## config.mk

```make
export PLATFORM = sky130hd
export DESIGN_NAME = vram_access_arbiter
export DESIGN_NICKNAME = d
export VERILOG_FILES = /design/src/rtl/vram_pkg.sv /design/src/rtl/vram_rd_tag_pipe.sv /design/src/rtl/vram_access_arbiter.sv
export SDC_FILE = /design/constraint.sdc
export NUM_CORES = 1
export LEC_CHECK = 0
export ABC_AREA = 1
export BUFFER_PORTS_ARGS = -buffer_cell sky130_fd_sc_hd__buf_4
export CAP_MARGIN = 10
export CORE_MARGIN = 4
export CORE_UTILIZATION = 44
export DETAILED_ROUTE_END_ITERATION = 10
export GPL_TIMING_DRIVEN = 0
export PLACE_DENSITY = 0.92
export REMOVE_ABC_BUFFERS = 1
export SLEW_MARGIN = 20
export SYNTH_ARGS = -nofsm -noshare
export SYNTH_HDL_FRONTEND = slang
export SYNTH_SLANG_ARGS = --single-unit
```

## constraint.sdc

```tcl
create_clock -name clk -period 2.15 [get_ports clk]
set_input_delay 0.43 -clock clk [delete_from_list [all_inputs] [get_ports clk]]
set_output_delay 0.43 -clock clk [all_outputs]
set_load 0.01 [all_outputs]
```

## src/rtl/vram_pkg.sv

```systemverilog
// Shared VRAM geometry, port identifiers and the read-tag format used by the
// arbiter and its tag pipeline.
package vram_pkg;

  localparam int VRAM_DATA_W = 32;
  localparam int VRAM_NB_COL = 4;
  localparam int VRAM_COL_W  = 8;

  typedef enum logic {
    PORT_VIDEO = 1'b0,
    PORT_CPU   = 1'b1
  } port_e;

  typedef struct packed {
    logic       valid;
    port_e      port;
    logic [1:0] lane;
  } rd_tag_t;

  localparam int RD_TAG_W = $bits(rd_tag_t);

  function automatic rd_tag_t make_tag(input logic valid, input port_e port, input logic [1:0] lane);
    rd_tag_t t;
    t.valid = valid;
    t.port  = port;
    t.lane  = lane;
    return t;
  endfunction

endpackage

```

## src/rtl/vram_rd_tag_pipe.sv

```systemverilog
// Latency-matched shift register of read tags; the tail stage lines up with
// the cycle in which the RAM presents the data for that tag.
module vram_rd_tag_pipe
  import vram_pkg::*;
#(
  parameter int DEPTH = 2
) (
  input  logic                clk,
  input  logic                rst,
  input  logic [RD_TAG_W-1:0] tag_in,
  output logic [RD_TAG_W-1:0] tag_out
);

  logic [RD_TAG_W-1:0] stage [DEPTH];

  always_ff @(posedge clk) begin
    if (rst) begin
      for (int i = 0; i < DEPTH; i++) stage[i] <= '0;
    end else begin
      stage[0] <= tag_in;
      for (int i = 1; i < DEPTH; i++) stage[i] <= stage[i-1];
    end
  end

  assign tag_out = stage[DEPTH-1];

endmodule

```

## src/rtl/vram_access_arbiter.sv

```systemverilog
// Two-port request arbiter in front of the single-port byte-write VRAM:
// video fetch has priority, the CPU port is protected by a starvation counter.
module vram_access_arbiter
  import vram_pkg::*;
#(
  parameter int ADDR_WIDTH   = 17,
  parameter int RAM_LATENCY  = 2,
  parameter int STARVE_LIMIT = 4
) (
  input  logic                     clk,
  input  logic                     rst,
  input  logic                     p0_req,
  input  logic [ADDR_WIDTH-3:0]    p0_addr,
  output logic                     p0_ack,
  output logic [VRAM_DATA_W-1:0]   p0_rdata,
  output logic                     p0_rvalid,
  input  logic                     p1_req,
  input  logic                     p1_wr,
  input  logic [ADDR_WIDTH-1:0]    p1_addr,
  input  logic [VRAM_COL_W-1:0]    p1_wdata,
  output logic                     p1_ack,
  output logic [VRAM_COL_W-1:0]    p1_rdata,
  output logic                     p1_rvalid,
  output logic [ADDR_WIDTH-3:0]    ram_addr,
  output logic [VRAM_DATA_W-1:0]   ram_wrdata,
  output logic [VRAM_NB_COL-1:0]   ram_wrbytesel,
  input  logic [VRAM_DATA_W-1:0]   ram_rddata
);

  localparam logic [3:0] LIMIT = 4'(STARVE_LIMIT);

  logic [3:0]           starve_cnt;
  logic                 grant_p0, grant_p1;
  rd_tag_t              tag_push, tag_ret;
  logic [RD_TAG_W-1:0]  tag_ret_bits;
  logic                 p0_rvalid_q, p1_rvalid_q;
  logic [VRAM_DATA_W-1:0] p0_rdata_q;
  logic [VRAM_COL_W-1:0]  p1_rdata_q;

  // No grants while in reset so nothing is acked that would be discarded.
  assign grant_p1 = !rst && p1_req && (!p0_req || starve_cnt == LIMIT);
  assign grant_p0 = !rst && p0_req && !grant_p1;
  assign p0_ack   = grant_p0;
  assign p1_ack   = grant_p1;

  always_ff @(posedge clk) begin
    if (rst || !p1_req || grant_p1) starve_cnt <= '0;
    else if (starve_cnt != LIMIT)   starve_cnt <= starve_cnt + 4'd1;
  end

  always_comb begin
    ram_addr      = p0_addr;
    ram_wrdata    = '0;
    ram_wrbytesel = '0;
    tag_push      = make_tag(1'b0, PORT_VIDEO, 2'b00);
    if (grant_p0) begin
      tag_push = make_tag(1'b1, PORT_VIDEO, 2'b00);
    end else if (grant_p1) begin
      ram_addr = p1_addr[ADDR_WIDTH-1:2];
      if (p1_wr) begin
        ram_wrdata    = {VRAM_NB_COL{p1_wdata}};
        ram_wrbytesel = 4'b0001 << p1_addr[1:0];
      end else begin
        tag_push = make_tag(1'b1, PORT_CPU, p1_addr[1:0]);
      end
    end
  end

  vram_rd_tag_pipe #(.DEPTH(RAM_LATENCY)) u_tag_pipe (
    .clk     (clk),
    .rst     (rst),
    .tag_in  (tag_push),
    .tag_out (tag_ret_bits)
  );

  assign tag_ret = rd_tag_t'(tag_ret_bits);

  always_ff @(posedge clk) begin
    if (rst) begin
      p0_rvalid_q <= 1'b0;
      p1_rvalid_q <= 1'b0;
      p0_rdata_q  <= '0;
      p1_rdata_q  <= '0;
    end else begin
      p0_rvalid_q <= tag_ret.valid && tag_ret.port == PORT_VIDEO;
      p1_rvalid_q <= tag_ret.valid && tag_ret.port == PORT_CPU;
      if (tag_ret.valid && tag_ret.port == PORT_VIDEO) p0_rdata_q <= ram_rddata;
      if (tag_ret.valid && tag_ret.port == PORT_CPU)
        p1_rdata_q <= ram_rddata[{tag_ret.lane, 3'b000} +: VRAM_COL_W];
    end
  end

  // Masked during reset so a return registered just before rst never escapes.
  assign p0_rvalid = p0_rvalid_q && !rst;
  assign p1_rvalid = p1_rvalid_q && !rst;
  assign p0_rdata  = rst ? '0 : p0_rdata_q;
  assign p1_rdata  = rst ? '0 : p1_rdata_q;

endmodule

```

== After elaboration in Yosys (flattened, before gate mapping) ==
Memories as Yosys holds them, arrays and structs flattened.
Cells that the tools add are included.

* Register bits after elaboration: 46
* Bits in writable memories: 8
* Bits of input ports: 77
* Output and inout bits: 95
* Logic and storage cells: 47
* Memories: 1

{| class="wikitable"
|+ Memories
! name !! depth !! width !! read ports !! clocked after Yosys merged registers in !! wr ports !! RTL line !! text
|-
| u_tag_pipe.stage || 2 || 4 || 2 || 0 || 2 || vram_rd_tag_pipe.sv:14 || <nowiki>logic [RD_TAG_W-1:0] stage [DEPTH];</nowiki>
|}

* Add/sub/neg operators: 1
* Equality and inequality tests: 2
* Shifts and indexed selects: 2
* Muxes and demuxes: 18
* Bitwise logic cells: 3
* Reductions and logical operators: 15

{| class="wikitable"
|+ Operator list
! cell !! number
|-
| two-way mux 32 bit || 4
|-
| two-way mux 4 bit || 8
|-
| variable part select 32 x 6 -> 8 bit || 1
|-
| two-way mux 15 bit || 2
|-
| logical AND 1 bit || 8
|-
| two-way mux 8 bit || 1
|-
| adder 4 x 1 -> 4 bit (second input constant) || 1
|-
| equality test 4 x 3 -> 1 bit (second input constant) || 1
|-
| zero test 1 bit || 4
|-
| inequality test 4 x 3 -> 1 bit (second input constant) || 1
|-
| left shift 1 x 2 -> 4 bit (first input constant) || 1
|-
| logical OR 1 bit || 3
|-
| two-way mux 1 bit || 3
|-
| bitwise OR 1 bit || 2
|-
| inverter 1 bit || 1
|}

== Longest topological paths before layout ==
* Depth in word-level cells: 7
* Mapped depth: 8
* Gate-level depth less buffers: 7

== Modules after synthesis ==
Synthesis repeated with hierarchy kept, for this count alone.

* Cells, all modules: 455
* Area, all modules: 3042.9 sq um

{| class="wikitable"
|+ Modules (own cells, without submodules)
! module !! instances !! cells each !! area each (sq um) !! sequential area each (sq um)
|-
| vram_access_arbiter || 1 || 426 || 2781.4 || 920.9
|-
| vram_rd_tag_pipe || 1 || 29 || 261.5 || 160.2
|}

== Worst setup path after synthesis ==
No wires, ideal clock.

* Path kind: register -> output
* Start point: register starve_cnt[0]
* End point: output port ram_wrdata[10]
* Data arrival time: 1417 ps
* Required time: 1720 ps
* Setup slack: 303 ps
* Stages on the path, launching flop included: 9
* Buffers on the path: 2
* Cell sequence: dfxtp_1 > inv_1 > ha_1 > nand3_2 > nand2_2 > nand2_4 > buf_6 > nor2_1 > buf_4

* Longest elaborated chain between the ends: 6
* Elaborated cells on any way between the ends: 7
* Those cells by class: 1 x eq/ne; 2 x mux; 4 x reduce/logical

{| class="wikitable"
|+ RTL lines
! item !! RTL line !! text
|-
| start, declared || vram_access_arbiter.sv:32 || <nowiki>logic [3:0] starve_cnt;</nowiki>
|-
| start signal, assigned || vram_access_arbiter.sv:48 || <nowiki>else if (starve_cnt != LIMIT) starve_cnt <= starve_cnt + 4'd1;</nowiki>
|-
| equality test 4 x 3 -> 1 bit * || vram_access_arbiter.sv:41 || <nowiki>assign grant_p1 = !rst && p1_req && (!p0_req || starve_cnt == LIMIT);</nowiki>
|-
| logical OR 1 bit * || vram_access_arbiter.sv:41 ||
|-
| logical AND 1 bit * || vram_access_arbiter.sv:41 ||
|-
| zero test 1 bit || vram_access_arbiter.sv:42 || <nowiki>assign grant_p0 = !rst && p0_req && !grant_p1;</nowiki>
|-
| logical AND 1 bit || vram_access_arbiter.sv:42 ||
|-
| two-way mux 32 bit * || vram_access_arbiter.sv:56 || <nowiki>if (grant_p0) begin</nowiki>
|-
| end, declared || vram_access_arbiter.sv:25 || <nowiki>output logic [VRAM_DATA_W-1:0] ram_wrdata,</nowiki>
|}

Mark *: on every way between the ends. The rest lies on a longest branch, timed or not.

== Final worst setup path ==
* Start point: register starve_cnt[1]
* End point: output port ram_wrbytesel[3]

* Longest elaborated chain between the ends: 6
* Elaborated cells on any way between the ends: 7
* Those cells by class: 1 x eq/ne; 2 x mux; 4 x reduce/logical

{| class="wikitable"
|+ RTL lines
! item !! RTL line !! text
|-
| equality test 4 x 3 -> 1 bit * || vram_access_arbiter.sv:41 ||
|-
| logical OR 1 bit * || vram_access_arbiter.sv:41 ||
|-
| logical AND 1 bit * || vram_access_arbiter.sv:41 ||
|-
| zero test 1 bit || vram_access_arbiter.sv:42 ||
|-
| logical AND 1 bit || vram_access_arbiter.sv:42 ||
|-
| two-way mux 4 bit * || vram_access_arbiter.sv:56 ||
|-
| end, declared || vram_access_arbiter.sv:26 || <nowiki>output logic [VRAM_NB_COL-1:0] ram_wrbytesel,</nowiki>
|}

Marked as above.

==> reports/qor.yml <==
yosys.area.top_type: "dfxtp_1"
combPwrFrac_pct: 22.4
start_util_pct: 45.7
route.antenna.remaining_nets: 0
syn-cell-area_mm2: 0.00294
hold_class: "input pin to flip-flop"
regArea_mm2: 0.00108
portBuffers: 171
period_minus_slack_ns: 2.08
place_hpwl_mm: 6.42
core_mm2: 0.00642
p_int_w: 0.00150
die_x_um: 89.7
clock_latency_ns: 0.29
layout-drive-gt1-share_pct: 34.6
antenna_found_initial: 0
cts_tree: "yes"
grt_use_total_pct: 19.5
htreeDepth: 2
drv_cap: 0
finalCritPeriodShare_pct: 96.9
synth_cell_types: 22
worstSetupEndpointType: "output pin"
seq_area_frac_synth_pct: 36.8
timing.hold.ws_ns: 0.368
avgSynthCellArea_um2: 6.66
worst-endpoint-arrival_ns: 1.65
yosys_register_bits: 54
vias: 3124
root_buffer: "clkbuf_8"
grt_max_degree: 58
placementRows: 29
critical_path_required_ns: 1.72
synthTopCellsByArea: "dfxtp_1, nand2_1, inv_1"
final-setup-viol-count: 0
drt-pass1-iter-count: 4
crit_type: "flip-flop to output pin"
yosysTopAreaCellShare_pct: 36.8
drt_iter0_markers: 90
worst_clock_skew_ns: 0.00537
fmax_ghz: 0.480
synth_cells: 441
maxSlewHeadroom_pct: 49.2
drc: 0
power.density_mw_per_mm2: 473
overflow: 0
async_flop_share_pct: 0
ir_drop_v: 0.000229
grt_first_pass_wirelength_mm: 12.4
multi_input_area_mm2: 0.00133
critPathLaunchType: "flip-flop"
cts_buffer_depth: 2
design_area_mm2: 0.00430
diodes: 0
wl_per_cell_um: 13.1
status: "completed"
hold_viol: 0
area_growth_pct: 46.4
path_max_fanout: 7
power_frac_clock_pct: 25.4
synth_flop_cell: "dfxtp_1"
synth_edf_count: 0
cts_sinks: 54
postCtsHoldBufs: 0
ys_warn_count: 0
io_pins: 172
worst_pin_slew_ns: 0.761
power.leakage_nw: 2.30
die_area_mm2: 0.00804
power.switching_w: 0.000528
viasPerCell: 4.75
routed_wirelength_mm: 8.65
drv_slew: 0
grt_pass1_vias: 2893
swShare_pct: 26.0
nets: 660
seqPwrFrac_pct: 52.2
path_clk_slew_ns: 0.09
fillers: 547
place_area_mm2: 0.00403
r2r_setup_slack_ns: 0.35
die_height_um: 89.7
cts_buffers: 5
globalplace.congestion: 0.751
[final timing paths]
check | start | endpoint | cells past startpoint
setup / recovery | starve_cnt[1] | ram_wrbytesel[3] | 7
hold / removal | ram_rddata[18] | p0_rdata_q[18] | 2
setup reg to reg | u_tag_pipe.stage[0][6] | p0_rdata_q[16] | 4
hold reg to reg | u_tag_pipe.stage[0][1] | u_tag_pipe.stage[0][5] | 2
[cell type report]
class / instances / share of cell area [%]
tap: 77 / 2.24
sequential: 54 / 25.2
inverter: 100 / 8.82
multi-input combinational: 245 / 30.8
timing repair buffer: 175 / 31.1
clock buffer: 7 / 1.78
[power by group through the flow]
stage / combinational [W] / clock [W] / sequential (W)
floorplan: 0.000171 / 0 / 0.00108
global placement: 0.000410 / 0 / 0.00108
detailed placement: 0.000423 / 0 / 0.00109
CTS: 0.000431 / 0.000538 / 0.00106
global route: 0.000501 / 0.000573 / 0.00107
finish: 0.000455 / 0.000516 / 0.00106
[registers in the layout (all words and copies together), names as in the netlist]
register	flops
p0_rdata_q	32
p1_rdata_q	8
u_tag_pipe.stage	8
starve_cnt	4
p0_rvalid_q	1
p1_rvalid_q	1
[critical path, cell delays in order (launching register included)]
cell and delay [ns]:
dfxtp_1 0.35, inv_1 0.07, ha_2 0.20, nand3_4 0.13, nand2_8 0.15, nand2_8 0.10, nor3_1 0.19, buf_4 0.17
[routing by layer]
metal	up-vias	GRT usage [%]	part of all wire [%]
li1	1577	-	-
met1	1408	20.2	36
met2	125	37.5	53
met3	14	5.57	7.8
met4	0	5.68	2.3
met5	-	0	0
[kinds of logic after synthesis]
family	after synthesis	share of synthesized area (%)
and+or+nand+nor	197	27.2
buffers and inverters	144	22.8
DFF	54	36.8
AOI/OAI and AO/OA	42	11.6
xor gates and xnor gates	2	0.597
adders and majority gates	2	0.852
[stage by stage]
stage                     utilization [%]  total power, W  setup TNS [ns]  cells  setup WS [ns]
after floorplan                         -         0.00125               0    397          0.264
after global placement               62.6         0.00149          -16.58    645         -0.415
after detailed placement             62.7         0.00151           -5.95    645         -0.181
after CTS                            64.4         0.00203           -1.07    653        -0.0604
after global routing                 66.9         0.00214         -0.0581    658        -0.0289
final                                66.9         0.00203               0    658         0.0667
[cells in the final DEF, fill, tap and decap left out, types with 2 or more instances in the layout]
master,instances
a21oi_1,9
buf_12,2
buf_4,173
clkbuf_1,2
clkbuf_8,5
dfxtp_1,53
inv_1,99
nand2_1,100
nand2_8,3
nand3_1,27
nor2_1,52
nor2_4,9
nor3_1,2
nor3_2,2
o22a_1,32
[synth_stat cells, types with 2 or more instances]
cell      count
ha_1          2
o22a_1       32
buf_6         3
nor2_1       60
nor3_1        4
nand2_1     101
buf_2        11
nand3_1      27
buf_4        25
inv_1       100
clkbuf_1      4
a21oi_1       9
dfxtp_1      54
[repair_timing]
action,4_1_cts,5_1_grt
pin swaps,1,6
resized for setup,3,27
endpoints found under the setup margin,52,52
setup buffers,1,3
gates cloned,0,2
Power figures use the tool's default switching activity.
